==> config.mk <==
export PLATFORM = sky130hd
export DESIGN_NAME = rgbw_frame_ctrl
export DESIGN_NICKNAME = d
export VERILOG_FILES = /design/src/rtl/rgbw_frame_ctrl.sv
export SDC_FILE = /design/constraint.sdc
export NUM_CORES = 1
export LEC_CHECK = 0
export CAP_MARGIN = 20
export CORE_ASPECT_RATIO = 0.5
export CORE_MARGIN = 3
export CORE_UTILIZATION = 50
export CTS_BUF_LIST = sky130_fd_sc_hd__clkbuf_4 sky130_fd_sc_hd__clkbuf_8
export CTS_CLUSTER_SIZE = 30
export DETAILED_ROUTE_END_ITERATION = 10
export PLACE_DENSITY = 0.74
export SETUP_SLACK_MARGIN = 0.15
export SYNTH_ARGS = -nofsm -noshare
export SYNTH_HDL_FRONTEND = slang
export SYNTH_SLANG_ARGS = --single-unit
==> constraint.sdc <==
create_clock -name clk12 -period 3.85 [get_ports clk12]
set_input_delay 1.155 -clock clk12 [delete_from_list [all_inputs] [get_ports clk12]]
set_output_delay 1.155 -clock clk12 [all_outputs]
set_load 0.005 [all_outputs]
==> src/rtl/rgbw_frame_ctrl.sv <==
// rtl/rgbw_frame_ctrl.sv - SPI byte-stream frame receiver driving committed RGBW PWM duty registers
// Optional macro RGBW_FRAME_CHKSUM_EN: when defined, frames with a bad checksum byte are rejected.
module rgbw_frame_ctrl #(
  parameter logic [7:0] SYNC_BYTE      = 8'h55,
  parameter int         TIMEOUT_CYCLES = 4096
) (
  input  logic       clk12,
  input  logic       reset,
  input  logic       rx_rdy,
  input  logic [7:0] rx_data,
  output logic [7:0] red_duty,
  output logic [7:0] green_duty,
  output logic [7:0] blue_duty,
  output logic [7:0] white_duty,
  output logic [7:0] intensity,
  output logic [7:0] mode,
  output logic       update,
  output logic       frame_err,
  output logic [7:0] err_count,
  output logic       busy
);

  localparam int TW = (TIMEOUT_CYCLES > 2) ? $clog2(TIMEOUT_CYCLES) : 1;
  localparam logic [TW-1:0] TIMER_LAST = TW'(TIMEOUT_CYCLES - 1);

  typedef enum logic [1:0] {IDLE, RECV, CHECK, COMMIT} state_t;

  state_t        state;
  logic [2:0]    idx;
  logic [TW-1:0] timer;
  logic [TW-1:0] timer_nxt;
  logic [7:0]    shadow [0:7];
  logic          chk_ok;

  // Slot 1..6 hold intensity, mode, R, G, B, W; slot 7 holds the checksum byte.
`ifdef RGBW_FRAME_CHKSUM_EN
  logic [7:0] chk_calc;

  // Checksum seeded with 0x80 so an all-zero payload does not carry a zero checksum.
  always_comb begin
    chk_calc = 8'h80 ^ shadow[1] ^ shadow[2] ^ shadow[3] ^ shadow[4] ^ shadow[5] ^ shadow[6];
    chk_ok   = (chk_calc == shadow[7]);
  end
`else
  assign chk_ok = 1'b1;
`endif

  assign timer_nxt = timer + 1'b1;
  assign busy      = (state != IDLE);

  // Frame state machine: collect into shadow slots, validate, then commit to outputs in one cycle.
  always_ff @(posedge clk12) begin
    if (reset) begin
      state      <= IDLE;
      idx        <= 3'd0;
      timer      <= '0;
      for (int i = 0; i < 8; i++) shadow[i] <= 8'h00;
      red_duty   <= 8'h00;
      green_duty <= 8'h00;
      blue_duty  <= 8'h00;
      white_duty <= 8'h00;
      intensity  <= 8'h00;
      mode       <= 8'h00;
      update     <= 1'b0;
      frame_err  <= 1'b0;
      err_count  <= 8'h00;
    end else begin
      update    <= 1'b0;
      frame_err <= 1'b0;
      case (state)
        IDLE: begin
          timer <= '0;
          if (rx_rdy && (rx_data == SYNC_BYTE)) begin
            state <= RECV;
            idx   <= 3'd1;
          end
        end
        RECV: begin
          if (rx_rdy) begin
            // A sync value inside a frame is plain data; no resynchronisation.
            shadow[idx] <= rx_data;
            idx         <= idx + 3'd1;
            timer       <= '0;
            if (idx == 3'd7) state <= CHECK;
          end else if (timer_nxt == TIMER_LAST) begin
            frame_err <= 1'b1;
            if (err_count != 8'hFF) err_count <= err_count + 8'd1;
            for (int i = 0; i < 8; i++) shadow[i] <= 8'h00;
            idx   <= 3'd0;
            timer <= '0;
            state <= IDLE;
          end else begin
            timer <= timer_nxt;
          end
        end
        CHECK: begin
          timer <= '0;
          if (chk_ok) begin
            state <= COMMIT;
          end else begin
            frame_err <= 1'b1;
            if (err_count != 8'hFF) err_count <= err_count + 8'd1;
            state <= IDLE;
          end
        end
        COMMIT: begin
          timer      <= '0;
          intensity  <= shadow[1];
          mode       <= shadow[2];
          red_duty   <= shadow[3];
          green_duty <= shadow[4];
          blue_duty  <= shadow[5];
          white_duty <= shadow[6];
          update     <= 1'b1;
          state      <= IDLE;
        end
        default: state <= IDLE;
      endcase
    end
  end

endmodule

# Yosys cells after proc, flatten, opt, wreduce, memory -nomap -nowiden
# Memory sizes are Yosys's and may differ from the RTL's. A register that Yosys moved wholly into a read port is not among the register bits.
# Index checks and enable logic that the tools add are counted.
[word_totals]
ff_bits = 27
ram_bits = 64
in_bits = 11
out_inout_bits = 59
word_cells = 73
n_memories = 1
[memory_table]
columns = ["name", "depth", "width", "rd", "rd_ports_with_merged_regs", "write_ports", "line_no", "rtl"]
rows = [
  ["shadow", 8, 8, 6, 6, 8, "32", "logic [7:0] shadow [0:7];"],
]
[classes]
add_sub_neg = 3
eq_ne = 10
muxes = 35
bitwise = 9
reduce_logical = 9
[op_table]
columns = ["operator", "n"]
rows = [
  ["$mux 8", 9],
  ["$mux 12", 2],
  ["$pmux 12 s2", 1],
  ["$mux 1", 13],
  ["$add 12x1->12 const B", 1],
  ["$eq 12x12->1 const B", 1],
  ["$mux 3", 4],
  ["$add 8x1->8 const B", 1],
  ["$eq 8x7->1 const B", 1],
  ["$mux 2", 4],
  ["$ne 8x8->1 const B", 1],
  ["$or 1x1->1", 8],
  ["$pmux 2 s4", 1],
  ["$reduce_or 8->1", 1],
  ["$ne 3x3->1 const B", 2],
  ["$pmux 3 s2", 1],
  ["$reduce_and 3->1", 2],
  ["$eq 2x2->1 const B", 2],
  ["$reduce_and 4->1", 1],
  ["$reduce_bool 2->1", 2],
  ["$add 3x1->3 const B", 1],
  ["$eq 3x3->1 const B", 1],
  ["$reduce_or 3->1", 1],
  ["$eq 2x1->1 const B", 1],
  ["4 further kinds", 4],
]

# Longest topological paths before layout
[logic_depth]
word_depth = 9
mapped_depth = 10
mapped_depth_nobuf = 8

# Worst setup path before layout
# Ideal clock, no wire load.
[synth_path]
kind = "input port to flip-flop"
start = "input port reset"
end = "memory shadow[4][0] (enable)"
arrival_time_ns = 2.541
setup_slack_ns = 0.982
stages = 5
n_path_buf = 1
path_cell_list = "clkbuf_1 -> nor4_1 -> nand2_1 -> nor3_1 -> a211o_1"
[synth_lines]
columns = ["item", "line_no", "rtl"]
rows = [
  ["from (decl)", "8", "input logic reset,"],
  ["to (decl)", "32", ""],
]

==> flow_summary.yaml <==
status:
  status: "finished clean"
final_layout:
  multi_input_area_um2: 1890
  seq_area_um2: 2940
  nNetsFinal: 588
  area_growth_pct: 23.6
  antennaDiodeCount: 0
  final_cell_mix: "nand2_1 (106), dfxtp_1 (75), clkdlybuf4s50_1 (68)"
  stdcell_area_um2: 6150
  stdcell_count: 720
  fillCellCount: 803
  final_common_cell: "nand2_1"
  drive_above_1_share_pct: 9.40
  final_util_pct: 64.2
placement:
  place_inst: 688
  io_buffers: 69
  globalplace.congestion: 0.834
  post-place-ws_ps: 381
  post_dp_cell_area_um2: 5800
  hpwl_um: 6730
die:
  ios: 70
  initial_utilization_pct: 51.9
  placementRows: 25
  die_x_um: 147
  die_area_um2: 11300
  die_h_um: 76.5
  core_area_um2: 9570
worst_setup_path:
  worst_setup_path_end_kind: "flop"
  crit_fanout: 8
  cp.required_ps: 3940
  worstPathArrival_ps: 3180
  worstSetupPathType: "primary input to flop"
  setup.worst_path.start_class: "primary input"
clock_network:
  cts_resized: 0
  clk_path_buf_depth: 2
  cts_buffers: 17
  cts_setup_buffers: 0
  cts_hold_buf: 0
  cts.sinks: 123
  clk_pin_slew_worst_paths_ps: 70
  cts-root-buf: "clkbuf_8"
  cts_max_level: 4
  clk_latency_ps: 420
  cts_tree: "built"
yosys:
  synthDistinctLibCells: 47
  synth_area_um2: 4970
  async_flop_share_pct: 0
  ys_ff_latch: 123
  seq_area_frac_synth_pct: 59.2
  synth_nets: 513
  synthCells: 497
  syn_area_per_cell_um2: 10.0
  ys.flop_type: "dfxtp_1"
  yosys_warnings: 0
  synth_edf_count: 48
drt:
  first_pass_iters: 4
  met1_length_um: 4670
  wl_met2_um: 4830
  ant_nets: 0
  dr_wl_met3_um: 676
  top_layer: "met4"
  wl_per_cell_um: 14.3
  avgViaCountPerCell: 5.18
  vias: 3726
  drtIter0Drc: 189
  wirelength_um: 10300
  drc: 0
sta:
  setup_viol: 0
  fmax_mhz: 323
  final.setup.tns_ps: 0
  hold_viol: 0
  final_critical_path_setup_slack_ps: 755
  whs_ps: 452
  rsz0062_at_grt: "false"
  slew_headroom_pct: 47.8
  worst_pin_slew_ps: 782
  fin_crit_sh_pct: 80.4
  finClkSkew_ps: 12.8
  period_minus_slack_ps: 3100
  drv_slew: 0
global_route:
  grt_pass1_wl_um: 17500
  antenna_found_initial: 0
  grt_max_degree: 73
  grt_overflow_total: 0
  grt_usage_pct: 19.3
  grt_pass1_vias: 3717
power_and_ir_drop:
  leakage_nw: 2.17
  power_mw: 2.41
  power_density_nw_per_um2: 391
  ir_drop_mv: 0.207
min_path:
  hp-class: "flop to flop"
job:
  drv_cap: 0
-- power breakdown --
part	total, mW	internal (mW)	switching, mW
clock	0.983	0.509	0.474
sequential	1.37	1.37	0.00561
combinational	0.0509	0.0146	0.0363
total	2.41	1.89	0.516
-- synth_stat cells, types with 6 or more instances --
master    number  share of area, %
nand2_1      106               8.0
dfxtp_1       75                30
a21oi_1       57               5.7
and2_1        49               6.2
edfxtp_1      48                29
nor2_1        31               2.3
clkbuf_1      17               1.3
nand3_1       10               1.0
and3_1         8               1.0
a211o_1        7               1.2
inv_1          7              0.53
nor3_1         6              0.60
xnor2_1        6               1.1
-- worst max-delay path, stage by stage --
cell	delay [ps]
clkdlybuf4s50_1	550
inv_1	120
nor4_1	560
nand2_1	210
nor3_1	250
a211o_1	340
-- cell families (layout without fill, tap and decap cells) --
group | Yosys count | in the layout | synth area share [%]
AO/OA/AOI/OAI | 78 | 78 | 8.96
XOR/XNOR | 11 | 11 | 1.94
adder cells (fa/ha/maj) | 5 | 5 | 1.26
buffers and inverters | 32 | 120 | 2.84
flip-flops | 123 | 123 | 59.2
multiplexers | 6 | 6 | 1.38
AND/OR/NAND/NOR | 242 | 242 | 24.4
-- worst paths after layout --
check	cells past startpoint	to	from	slack [ps]
setup / recovery	6	shadow[4][1]	rx_rdy	750
setup reg to reg	7	shadow[1][5]	timer[0]	760
hold / removal	2	white_duty[5]	white_duty[5]	450
hold reg to reg	2	white_duty[5]	white_duty[5]	450
-- registers in the layout (all words and copies together), names as in the netlist, 3 cells and up, named ones only --
signal,count
timer,12
shadow,48
err_count,8
red_duty,8
intensity,8
white_duty,8
idx,3
green_duty,8
mode,8
blue_duty,8
-- layout make-up --
cell class / count / share of cell area [%]
sequential: 123 / 47.9
multi-input combinational: 342 / 30.7
inverter: 7 / 0.427
timing repair buffer: 81 / 12.6
tap: 135 / 2.75
clock buffer: 24 / 4.86
clock inverter: 8 / 0.753
-- metal layers --
layer,track usage [%],vias up
met1,25.1,1769
met5,0,-
li1,-,1845
met2,31.4,103
met3,4.93,9
met4,7.53,0
No activity file was read; power rests on OpenSTA's default activity.
